==> src/rtl/pipe_ctrl_pkg.sv <==
//==============================================================================
// pipe_ctrl_pkg - shared types and constants for the ARMv4 pipeline sequencer. Rev 1.0
//==============================================================================
`default_nettype none

package pipe_ctrl_pkg;

    localparam int LDM_CNT_W = 5;
    localparam int RF_CODE_W = 4;
    localparam int LDM_IDX_W = 4;

    typedef enum logic [1:0] {
        ST_IDLE  = 2'd0,
        ST_LDM   = 2'd1,
        ST_SWP_W = 2'd2
    } pipe_state_e;

    typedef struct packed {
        logic pc_en;
        logic if_id_en;
        logic id_ex_en;
        logic ex_mem_en;
        logic mem_wb_en;
        logic if_id_flush;
        logic id_ex_bubble;
    } stage_ctrl_t;

    // CTRL_FLUSH is the NOP/bubble load shared with the IF/ID logic
    localparam stage_ctrl_t CTRL_HOLD   = 7'b00000_00;
    localparam stage_ctrl_t CTRL_RUN    = 7'b11111_00;
    localparam stage_ctrl_t CTRL_FLUSH  = 7'b11111_11;
    localparam stage_ctrl_t CTRL_BUBBLE = 7'b00111_01;
    localparam stage_ctrl_t CTRL_ISSUE  = 7'b00111_00;

endpackage

`default_nettype wire

==> src/rtl/pipe_hazard_cmp.sv <==
//==============================================================================
// pipe_hazard_cmp - load-use comparator of decode sources against the EX load destination. Rev 1.0
//==============================================================================
`default_nettype none

module pipe_hazard_cmp
    import pipe_ctrl_pkg::*;
(
    input  logic                 i_ex_load,
    input  logic                 i_id_vld,
    input  logic                 i_rn_vld,
    input  logic                 i_rm_vld,
    input  logic                 i_rs_vld,
    input  logic [RF_CODE_W-1:0] i_rn_code,
    input  logic [RF_CODE_W-1:0] i_rm_code,
    input  logic [RF_CODE_W-1:0] i_rs_code,
    input  logic [RF_CODE_W-1:0] i_ex_rd_code,
    output logic                 o_hazard
);

    logic w_rn_hit;
    logic w_rm_hit;
    logic w_rs_hit;

    assign w_rn_hit = i_rn_vld && (i_rn_code == i_ex_rd_code);
    assign w_rm_hit = i_rm_vld && (i_rm_code == i_ex_rd_code);
    assign w_rs_hit = i_rs_vld && (i_rs_code == i_ex_rd_code);

    assign o_hazard = i_ex_load && i_id_vld && (w_rn_hit || w_rm_hit || w_rs_hit);

endmodule

`default_nettype wire

==> src/rtl/pipe_ctrl.sv <==
//==============================================================================
// pipe_ctrl - ARMv4 pipeline sequencer (enables, flush, LDM/SWP, IRQ gating);
// define PIPE_PERF_CNT_EN for stall/flush counters. Rev 1.0
//==============================================================================
`default_nettype none

module pipe_ctrl
    import pipe_ctrl_pkg::*;
(
    input  logic                 clk,
    input  logic                 rst_n,
    input  logic                 i_id_vld,
    input  logic                 i_id_rn_vld,
    input  logic                 i_id_rm_vld,
    input  logic                 i_id_rs_vld,
    input  logic [RF_CODE_W-1:0] i_id_rn_code,
    input  logic [RF_CODE_W-1:0] i_id_rm_code,
    input  logic [RF_CODE_W-1:0] i_id_rs_code,
    input  logic                 i_id_ldm_vld,
    input  logic [LDM_CNT_W-1:0] i_id_ldm_cnt,
    input  logic                 i_id_swp_vld,
    input  logic                 i_ex_load,
    input  logic [RF_CODE_W-1:0] i_ex_rd_code,
    input  logic                 i_br_taken,
    input  logic                 i_mem_busy,
    input  logic                 i_irq,
    input  logic                 i_cpsr_i,
    output logic                 o_pc_en,
    output logic                 o_if_id_en,
    output logic                 o_id_ex_en,
    output logic                 o_ex_mem_en,
    output logic                 o_mem_wb_en,
    output logic                 o_if_id_flush,
    output logic                 o_id_ex_bubble,
    output logic [LDM_IDX_W-1:0] o_ldm_idx,
    output logic                 o_ldm_last,
    output logic                 o_swp_phase,
    output logic                 o_irq_flag,
    output logic                 o_busy
`ifdef PIPE_PERF_CNT_EN
    ,
    output logic [31:0]          o_stall_cnt,
    output logic [31:0]          o_flush_cnt
`endif
);

    pipe_state_e          state_q, state_d;
    logic [LDM_IDX_W-1:0] idx_q, idx_d;
    logic [LDM_IDX_W-1:0] last_idx_q, last_idx_d;
    logic                 irq_pend_q, irq_pend_d;

    logic                 w_hazard;
    logic [LDM_CNT_W-1:0] w_cnt_m1;
    logic [LDM_IDX_W-1:0] w_last_idx;
    stage_ctrl_t          w_ctrl;
    logic                 w_ldm_last;
    logic                 w_swp_phase;
    logic                 w_irq_flag;

    pipe_hazard_cmp u_hazard (
        .i_ex_load    (i_ex_load),
        .i_id_vld     (i_id_vld),
        .i_rn_vld     (i_id_rn_vld),
        .i_rm_vld     (i_id_rm_vld),
        .i_rs_vld     (i_id_rs_vld),
        .i_rn_code    (i_id_rn_code),
        .i_rm_code    (i_id_rm_code),
        .i_rs_code    (i_id_rs_code),
        .i_ex_rd_code (i_ex_rd_code),
        .o_hazard     (w_hazard)
    );

    // Count 0 wraps to 16; anything above 16 clamps to the 16-beat maximum
    assign w_cnt_m1   = i_id_ldm_cnt - 5'd1;
    assign w_last_idx = w_cnt_m1[LDM_CNT_W-1] ? 4'hF : w_cnt_m1[LDM_IDX_W-1:0];

    always_comb begin
        w_ctrl      = CTRL_HOLD;
        state_d     = state_q;
        idx_d       = idx_q;
        last_idx_d  = last_idx_q;
        w_ldm_last  = 1'b0;
        w_swp_phase = 1'b0;
        if (i_mem_busy) begin
            w_ctrl = CTRL_HOLD;
        end else if (i_br_taken) begin
            w_ctrl  = CTRL_FLUSH;
            state_d = ST_IDLE;
            idx_d   = '0;
        end else begin
            case (state_q)
                ST_LDM: begin
                    w_ldm_last = (idx_q == last_idx_q);
                    if (w_ldm_last) begin
                        w_ctrl  = CTRL_RUN;
                        state_d = ST_IDLE;
                        idx_d   = '0;
                    end else begin
                        w_ctrl = CTRL_ISSUE;
                        idx_d  = idx_q + 4'd1;
                    end
                end
                ST_SWP_W: begin
                    w_swp_phase = 1'b1;
                    w_ctrl      = CTRL_RUN;
                    state_d     = ST_IDLE;
                end
                default: begin
                    if (w_hazard) begin
                        w_ctrl = CTRL_BUBBLE;
                    end else if (i_id_vld && i_id_ldm_vld) begin
                        if (w_last_idx != '0) begin
                            w_ctrl     = CTRL_ISSUE;
                            state_d    = ST_LDM;
                            idx_d      = 4'd1;
                            last_idx_d = w_last_idx;
                        end else begin
                            w_ctrl     = CTRL_RUN;
                            w_ldm_last = 1'b1;
                        end
                    end else if (i_id_vld && i_id_swp_vld) begin
                        w_ctrl  = CTRL_ISSUE;
                        state_d = ST_SWP_W;
                    end else begin
                        w_ctrl = CTRL_RUN;
                    end
                end
            endcase
        end
    end

    // Only an instruction advancing unhindered out of IDLE may carry the IRQ tag
    assign w_irq_flag = irq_pend_q && (state_q == ST_IDLE) && i_id_vld && (w_ctrl == CTRL_RUN);
    assign irq_pend_d = i_irq && !i_cpsr_i && !w_irq_flag;

    always_ff @(posedge clk or negedge rst_n) begin
        if (!rst_n) begin
            state_q    <= ST_IDLE;
            idx_q      <= '0;
            last_idx_q <= '0;
            irq_pend_q <= 1'b0;
        end else begin
            state_q    <= state_d;
            idx_q      <= idx_d;
            last_idx_q <= last_idx_d;
            irq_pend_q <= irq_pend_d;
        end
    end

    assign o_pc_en        = rst_n && w_ctrl.pc_en;
    assign o_if_id_en     = rst_n && w_ctrl.if_id_en;
    assign o_id_ex_en     = rst_n && w_ctrl.id_ex_en;
    assign o_ex_mem_en    = rst_n && w_ctrl.ex_mem_en;
    assign o_mem_wb_en    = rst_n && w_ctrl.mem_wb_en;
    assign o_if_id_flush  = rst_n && w_ctrl.if_id_flush;
    assign o_id_ex_bubble = rst_n && w_ctrl.id_ex_bubble;
    assign o_ldm_idx      = idx_q;
    assign o_ldm_last     = rst_n && w_ldm_last;
    assign o_swp_phase    = w_swp_phase;
    assign o_irq_flag     = rst_n && w_irq_flag;
    assign o_busy         = (state_q != ST_IDLE);

`ifdef PIPE_PERF_CNT_EN
    logic [31:0] stall_cnt_q;
    logic [31:0] flush_cnt_q;

    always_ff @(posedge clk or negedge rst_n) begin
        if (!rst_n) begin
            stall_cnt_q <= '0;
            flush_cnt_q <= '0;
        end else begin
            if (!w_ctrl.pc_en && (stall_cnt_q != 32'hFFFF_FFFF)) begin
                stall_cnt_q <= stall_cnt_q + 32'd1;
            end
            if (w_ctrl.if_id_flush && (flush_cnt_q != 32'hFFFF_FFFF)) begin
                flush_cnt_q <= flush_cnt_q + 32'd1;
            end
        end
    end

    assign o_stall_cnt = stall_cnt_q;
    assign o_flush_cnt = flush_cnt_q;
`endif

endmodule

`default_nettype wire

==> config.mk <==
export PLATFORM = sky130hd
export DESIGN_NAME = pipe_ctrl
export DESIGN_NICKNAME = d
export VERILOG_FILES = /design/src/rtl/pipe_ctrl_pkg.sv /design/src/rtl/pipe_hazard_cmp.sv /design/src/rtl/pipe_ctrl.sv
export SDC_FILE = /design/constraint.sdc
export NUM_CORES = 1
export LEC_CHECK = 0
export ABC_AREA = 1
export BUFFER_PORTS_ARGS = -buffer_cell sky130_fd_sc_hd__buf_2
export CAP_MARGIN = 10
export CORE_MARGIN = 2
export CORE_UTILIZATION = 48
export DETAILED_ROUTE_END_ITERATION = 8
export PLACE_DENSITY_LB_ADDON = 0.15
export REMOVE_ABC_BUFFERS = 1
export SLEW_MARGIN = 0
export SYNTH_ARGS = -nofsm -noshare
export SYNTH_HDL_FRONTEND = slang
export SYNTH_SLANG_ARGS = --single-unit
==> constraint.sdc <==
create_clock -name clk -period 1.85 [get_ports clk]
set_input_delay 0.0925 -clock clk [delete_from_list [all_inputs] [get_ports clk]]
set_output_delay 0.0925 -clock clk [all_outputs]
set_load 0.005 [all_outputs]
# Word level (Yosys, flattened, before mapping)
# Cells that the tools add are included.
# word_totals
wordCells	88
inputBits	34
out_inout_bits	15
ff_bits	11
# classes
n_reduce_logical	35
n_eq_ne	12
muxes	31
add_sub_neg	2
bitwise_logic	4
# op_table
cell	count
two-way mux 7 bit	7
two-way mux 4 bit	6
logical AND 1 bit	21
equality test 4 bit	4
one-hot mux 7 bit (2 select lines)	1
two-way mux 2 bit	6
AND reduction 5 bit	2
two-way mux 1 bit	8
one-hot mux 4 bit (2 select lines)	1
equality test 7 bit, second input constant	1
!= test 3 bit, second input constant	2
AND reduction 6 bit	1
nonzero test 3 bit	2
!= test 5 x 2 -> 1 bit, second input constant	1
nonzero test 5 bit	1
subtractor 5 x 1 -> 5 bit, second input constant	1
adder 4 x 1 -> 4 bit, second input constant	1
!= test 4 bit, second input constant	1
NOT 1 bit	4
one-hot mux 2 bit (2 select lines)	1
nonzero test 4 bit	1
equality test 2 x 1 -> 1 bit, second input constant	1
equality test 2 bit, second input constant	1
logical NOT 1 bit	2
other kinds (6)	7

# Logic depth before layout (Yosys ltp)
# depth
depth_word	13
depth_mapped	13
mapped_depth_nobuf	13

# Hierarchy
# From an unflattened synthesis, not the netlist that was laid out.
# unflattened
cells_unflattened	211
area_unflattened_um2	1243.7
# by_module_without_submodules
mod	instances	cells_per_inst	seq_area_each_um2	area_each_um2
pipe_ctrl	1	161	275.3	1033.5
pipe_hazard_cmp	1	50	0.0	210.2

# Worst setup path before layout
# OpenSTA, ideal clock, no wires.
# synth_timing
path_type	reg2out
start	reg idx_q[0] (netlist: o_ldm_idx[0])
end	out o_pc_en
t_arrival_ns	1.442
required_ns	1.757
stages_incl_launch_ff	11
path_slack_ns	0.316
n_path_buf	1
path_cell_list	dfrtp_1 -> xnor2_1 -> nand4_1 -> nor2_1 -> nand2_1 -> nand2_1 -> clkinv_1 -> nand2_2 -> nand2_1 -> nor2_1 -> buf_4
# synth_between
elab_chain_len	6
# synth_rtl
element	line	rtl
start, declared	pipe_ctrl.sv:48	logic [LDM_IDX_W-1:0] idx_q, idx_d;
start signal, assigned	pipe_ctrl.sv:144	idx_q <= idx_d;
equality test 4 bit	pipe_ctrl.sv:93	w_ldm_last = (idx_q == last_idx_q);
two-way mux 7 bit	pipe_ctrl.sv:94	if (w_ldm_last) begin
one-hot mux 7 bit (2 select lines)	pipe_ctrl.sv:91	case (state_q)
two-way mux 7 bit	pipe_ctrl.sv:86	end else if (i_br_taken) begin
two-way mux 7 bit	pipe_ctrl.sv:84	if (i_mem_busy) begin
logical AND 1 bit	pipe_ctrl.sv:150	assign o_pc_en = rst_n && w_ctrl.pc_en;
end, declared	pipe_ctrl.sv:28	output logic o_pc_en,
# Every way passes these cells.

# Worst setup path in the final report
# layout_timing
start	reg state_q[0]
end	out o_irq_flag
# layout_between
elab_chain_len	7
elab_cells_between_ends	11
cone_classes	eq/ne (3); mux (3); reduce/logical (5)
# layout_rtl
element	line	rtl
start, declared	pipe_ctrl.sv:47	pipe_state_e state_q, state_d;
start signal, assigned	pipe_ctrl.sv:143	state_q <= state_d;
equality test 2 bit / equality test 2 x 1 -> 1 bit (equally long branches)	pipe_ctrl.sv:91	
one-hot mux 7 bit (2 select lines)	pipe_ctrl.sv:91	
two-way mux 7 bit	pipe_ctrl.sv:86	
two-way mux 7 bit	pipe_ctrl.sv:84	
equality test 7 bit	pipe_ctrl.sv:133	assign w_irq_flag = irq_pend_q && (state_q == ST_IDLE) && i_id_vld && (w_ctrl == CTRL_RUN);
logical AND 1 bit (*)	pipe_ctrl.sv:133	
logical AND 1 bit (*)	pipe_ctrl.sv:160	assign o_irq_flag = rst_n && w_irq_flag;
end, declared	pipe_ctrl.sv:38	output logic o_irq_flag,
# Mark *: on every way between the ends. The rest lies on a longest branch, timed or not.

==> flow_metrics.py <==
metrics = {
    "pwr": {
        "power.density_nw_per_um2": 665,
        "p_leak_uw": 0.000961,
        "p_total_uw": 1060,
        "ir_drop_mv": 0.491,
    },
    "synth": {
        "synth-edff-count": 0,
        "synth_adder_area_share_pct": 5.16,
        "ys_seq_area_share_pct": 22.7,
        "yosys-mux-area-fraction_pct": 0,
        "synth_top_family_by_area": "simple AND/OR/NAND/NOR gates",
        "synthCells": 195,
        "synthSimpleGateAreaFrac_pct": 44.1,
        "synth_area_um2": 1210,
        "synth.distinct_cells": 27,
        "syn-mean-instance-area_um2": 6.22,
        "synth_compound_area_share_pct": 7.95,
        "ys_seq_elements": 11,
        "async_reset_ff_share_pct": 100,
        "synth_ff_type": "dfrtp_1",
        "synth-xor-area-share_pct": 6.50,
        "yosys_warnings": 0,
    },
    "global_route": {
        "grt_pass1_vias": 1039,
        "overflow": 0,
        "antenna_found_initial": 0,
        "grt_max_degree": 13,
        "grt_pass1_wl_um": 4140,
        "grt_use_total_pct": 19.1,
    },
    "timing": {
        "rsz0062_at_grt": "true",
        "tns_ps": 0,
        "setup_violations": 0,
        "fin_worst_skew_ps": 2.79,
        "post-route-min-period_ps": 1770,
        "maxSlewHeadroom_pct": 75.9,
        "report.final.slew_viol_count": 0,
        "hold_viol_final": 0,
        "post-route-period-util_pct": 95.7,
        "worst_pin_slew_ps": 361,
        "fmax_ghz": 0.565,
    },
    "setup_path": {
        "worst-path-buf-inv": 3,
        "cpMaxStageDelayCell": "dfrtp_1",
        "path_cells": "inv_2 -> ha_4 -> inv_1 -> nand3_2 -> nand2_2 -> nor2_2 -> nand3_2 -> nor2_2 -> buf_2",
        "worstPathRequired_ps": 1760,
        "arrival_ps": 1680,
        "path_class": "reg -> out",
        "path_max_fanout": 6,
        "crit_path_end_kind": "output port",
        "crit_family": "simple AND/OR/NAND/NOR gates",
        "cp-start-kind": "flip-flop",
        "cp_slowest_stage_delay_ps": 420,
    },
    "detailed_routing": {
        "viasPerCell": 4.65,
        "drc": 0,
        "routed_wl_um": 2580,
        "drtAntennaViolNets": 0,
        "wl_per_cell_um": 9.22,
        "drt_iter0_drc": 26,
        "firstDrtPassIters": 5,
        "vias": 1303,
    },
    "placement": {
        "routabilityCongestion": 0.850,
        "place_inst": 270,
        "dp_hpwl_um": 2080,
        "numPortBuffers": 48,
    },
    "finish": {
        "nNetsFinal": 290,
        "stdcell_count": 280,
        "num-fill-cells": 241,
        "drive_gt1_share_pct": 36.4,
        "diodes": 0,
        "area_growth_pct": 31.9,
    },
    "clock_network": {
        "cts_sinks": 11,
        "clk-insertion-delay-late_ps": 270,
        "path_clk_slew_ps": 70,
        "htree_levels": 1,
        "cts_tree": "done",
        "cts-root-buf": "clkbuf_4",
        "cts_buffer_depth": 2,
        "cts_buffers": 3,
    },
    "job": {
        "cap_violations": 0,
    },
    "die": {
        "rows": 18,
        "die_w_um": 54.3,
        "start_util_pct": 49.8,
        "dieArea_um2": 2940,
        "pin_count": 49,
        "chipHeight_um": 54.3,
        "core_area_um2": 2430,
    },
    "hold_path": {
        "hold_path.class": "in -> reg",
    },
    "run_status": {
        "status": "finished clean",
    },
}
registers in the layout (all words and copies together), names as in the netlist:
register	count
irq_pend_q	1
last_idx_q	4
o_ldm_idx	4
state_q	2
power by group:
group          internal, µW  total, µW  leakage (µW)  switching (µW)
clock                  83.6        168     0.0000150            84.4
combinational           262        529      0.000808             268
sequential              304        366      0.000138            61.8
total                   649       1060      0.000961             414
Yosys cell counts, types with 2 or more instances:
cell      n  share of area (%)
nand4_2   2                2.1
nand2_1  56                 17
a21oi_1   3                1.2
nor2_1   18                5.6
xnor2_1   7                5.1
o21ai_1  10                4.1
nand3_2   3                2.5
dfrtp_1  11                 23
xor2_1    2                1.4
inv_1    32                9.9
buf_4     3                1.9
nand3_1  14                5.8
nand4_1   3                1.5
ha_1      5                5.2
nand2_2   4                2.1
inv_2     4                1.2
nor3_1    5                2.1
nor2_2    4                2.1
worst min-delay path, cell delays in order:
cell     delay (ps)
buf_2            80
nor2_1           30
nand2_1          50
inv_1            30
stage by stage:
stage,instance area (µm²),worst slack [ps],util (%),hold WS [ps]
detailed placement,1470,191,60.5,-11.5
global route,1600,-128,65.7,83.3
CTS,1530,0.778,63.0,51.4
floorplan,1190,413,-,-203
global placement,1470,213,60.5,-14.0
finish,1600,79.0,65.7,47.2
final timing paths:
path / start / end / slack (ps) / cells past startpoint
worst max-delay path: state_q[0] / o_irq_flag / 80 / 9
worst min register to register: last_idx_q[0] / last_idx_q[0] / 520 / 2
max in group asynchronous: rst_n / o_ldm_idx[1] / 1390 / 2
min in group asynchronous: rst_n / o_ldm_idx[3] / 220 / 2
worst max register to register: state_q[0] / irq_pend_q / 300 / 10
worst min-delay path: i_cpsr_i / irq_pend_q / 50 / 4
cell usage in the layout, fill, tap and decap left out, types with 2 or more instances in the layout:
cell | netlist | final
nand4_2 | 2 | 2
o21ai_1 | 10 | 10
nor3_1 | 5 | 5
nand2_1 | 56 | 55
nand2_2 | 4 | 5
buf_2 | 0 | 48
ha_1 | 5 | 3
clkbuf_4 | 0 | 3
nor2_1 | 18 | 17
dfrtp_2 | 0 | 3
buf_4 | 3 | 6
nand4_1 | 3 | 3
xnor2_2 | 0 | 2
nand3_1 | 14 | 13
nand3_2 | 3 | 4
inv_2 | 4 | 7
xor2_1 | 2 | 2
ha_4 | 0 | 2
nor2_2 | 4 | 5
a21oi_1 | 3 | 3
inv_1 | 32 | 30
dfrtp_1 | 11 | 8
xnor2_1 | 7 | 5
routing by layer:
metal	share of wire (%)	vias to the layer above	wire, µm	GRT usage, %
met3	5.7	4	146	1.64
met5	0	-	0	0
li1	-	712	-	-
met1	51	553	1330	27.1
met2	42	34	1080	30.5
met4	1.0	0	27	6.25
cell families (layout without fill, tap and decap cells):
family | Yosys count | in the layout
AOI/OAI and AO/OA | 16 | 16
xor gates and xnor gates | 9 | 9
buffers and inverters | 41 | 96
adders and majority gates | 5 | 5
DFF | 11 | 11
and+or+nand+nor | 113 | 113
area by class of cell:
type / count / area [µm²] / share of cell area [%]
Inverter: 37 / 139 / 8.69
Multi-Input combinational cell: 143 / 822 / 51.4
Sequential cell: 11 / 279 / 17.4
Tap cell: 30 / 37.5 / 2.35
Clock buffer: 4 / 26.3 / 1.64
Timing Repair Buffer: 55 / 295 / 18.5
timing repair:
item                       in CTS  in global routing
hold buffers                    1                  0
buffers inserted                0                  5
setup endpoints to repair       3                  3
pin swaps                       0                  9
gates cloned                    0                  0
hold endpoints to repair       11                  0
resized for setup               3                 11
(Power assumes the default switching activity.)
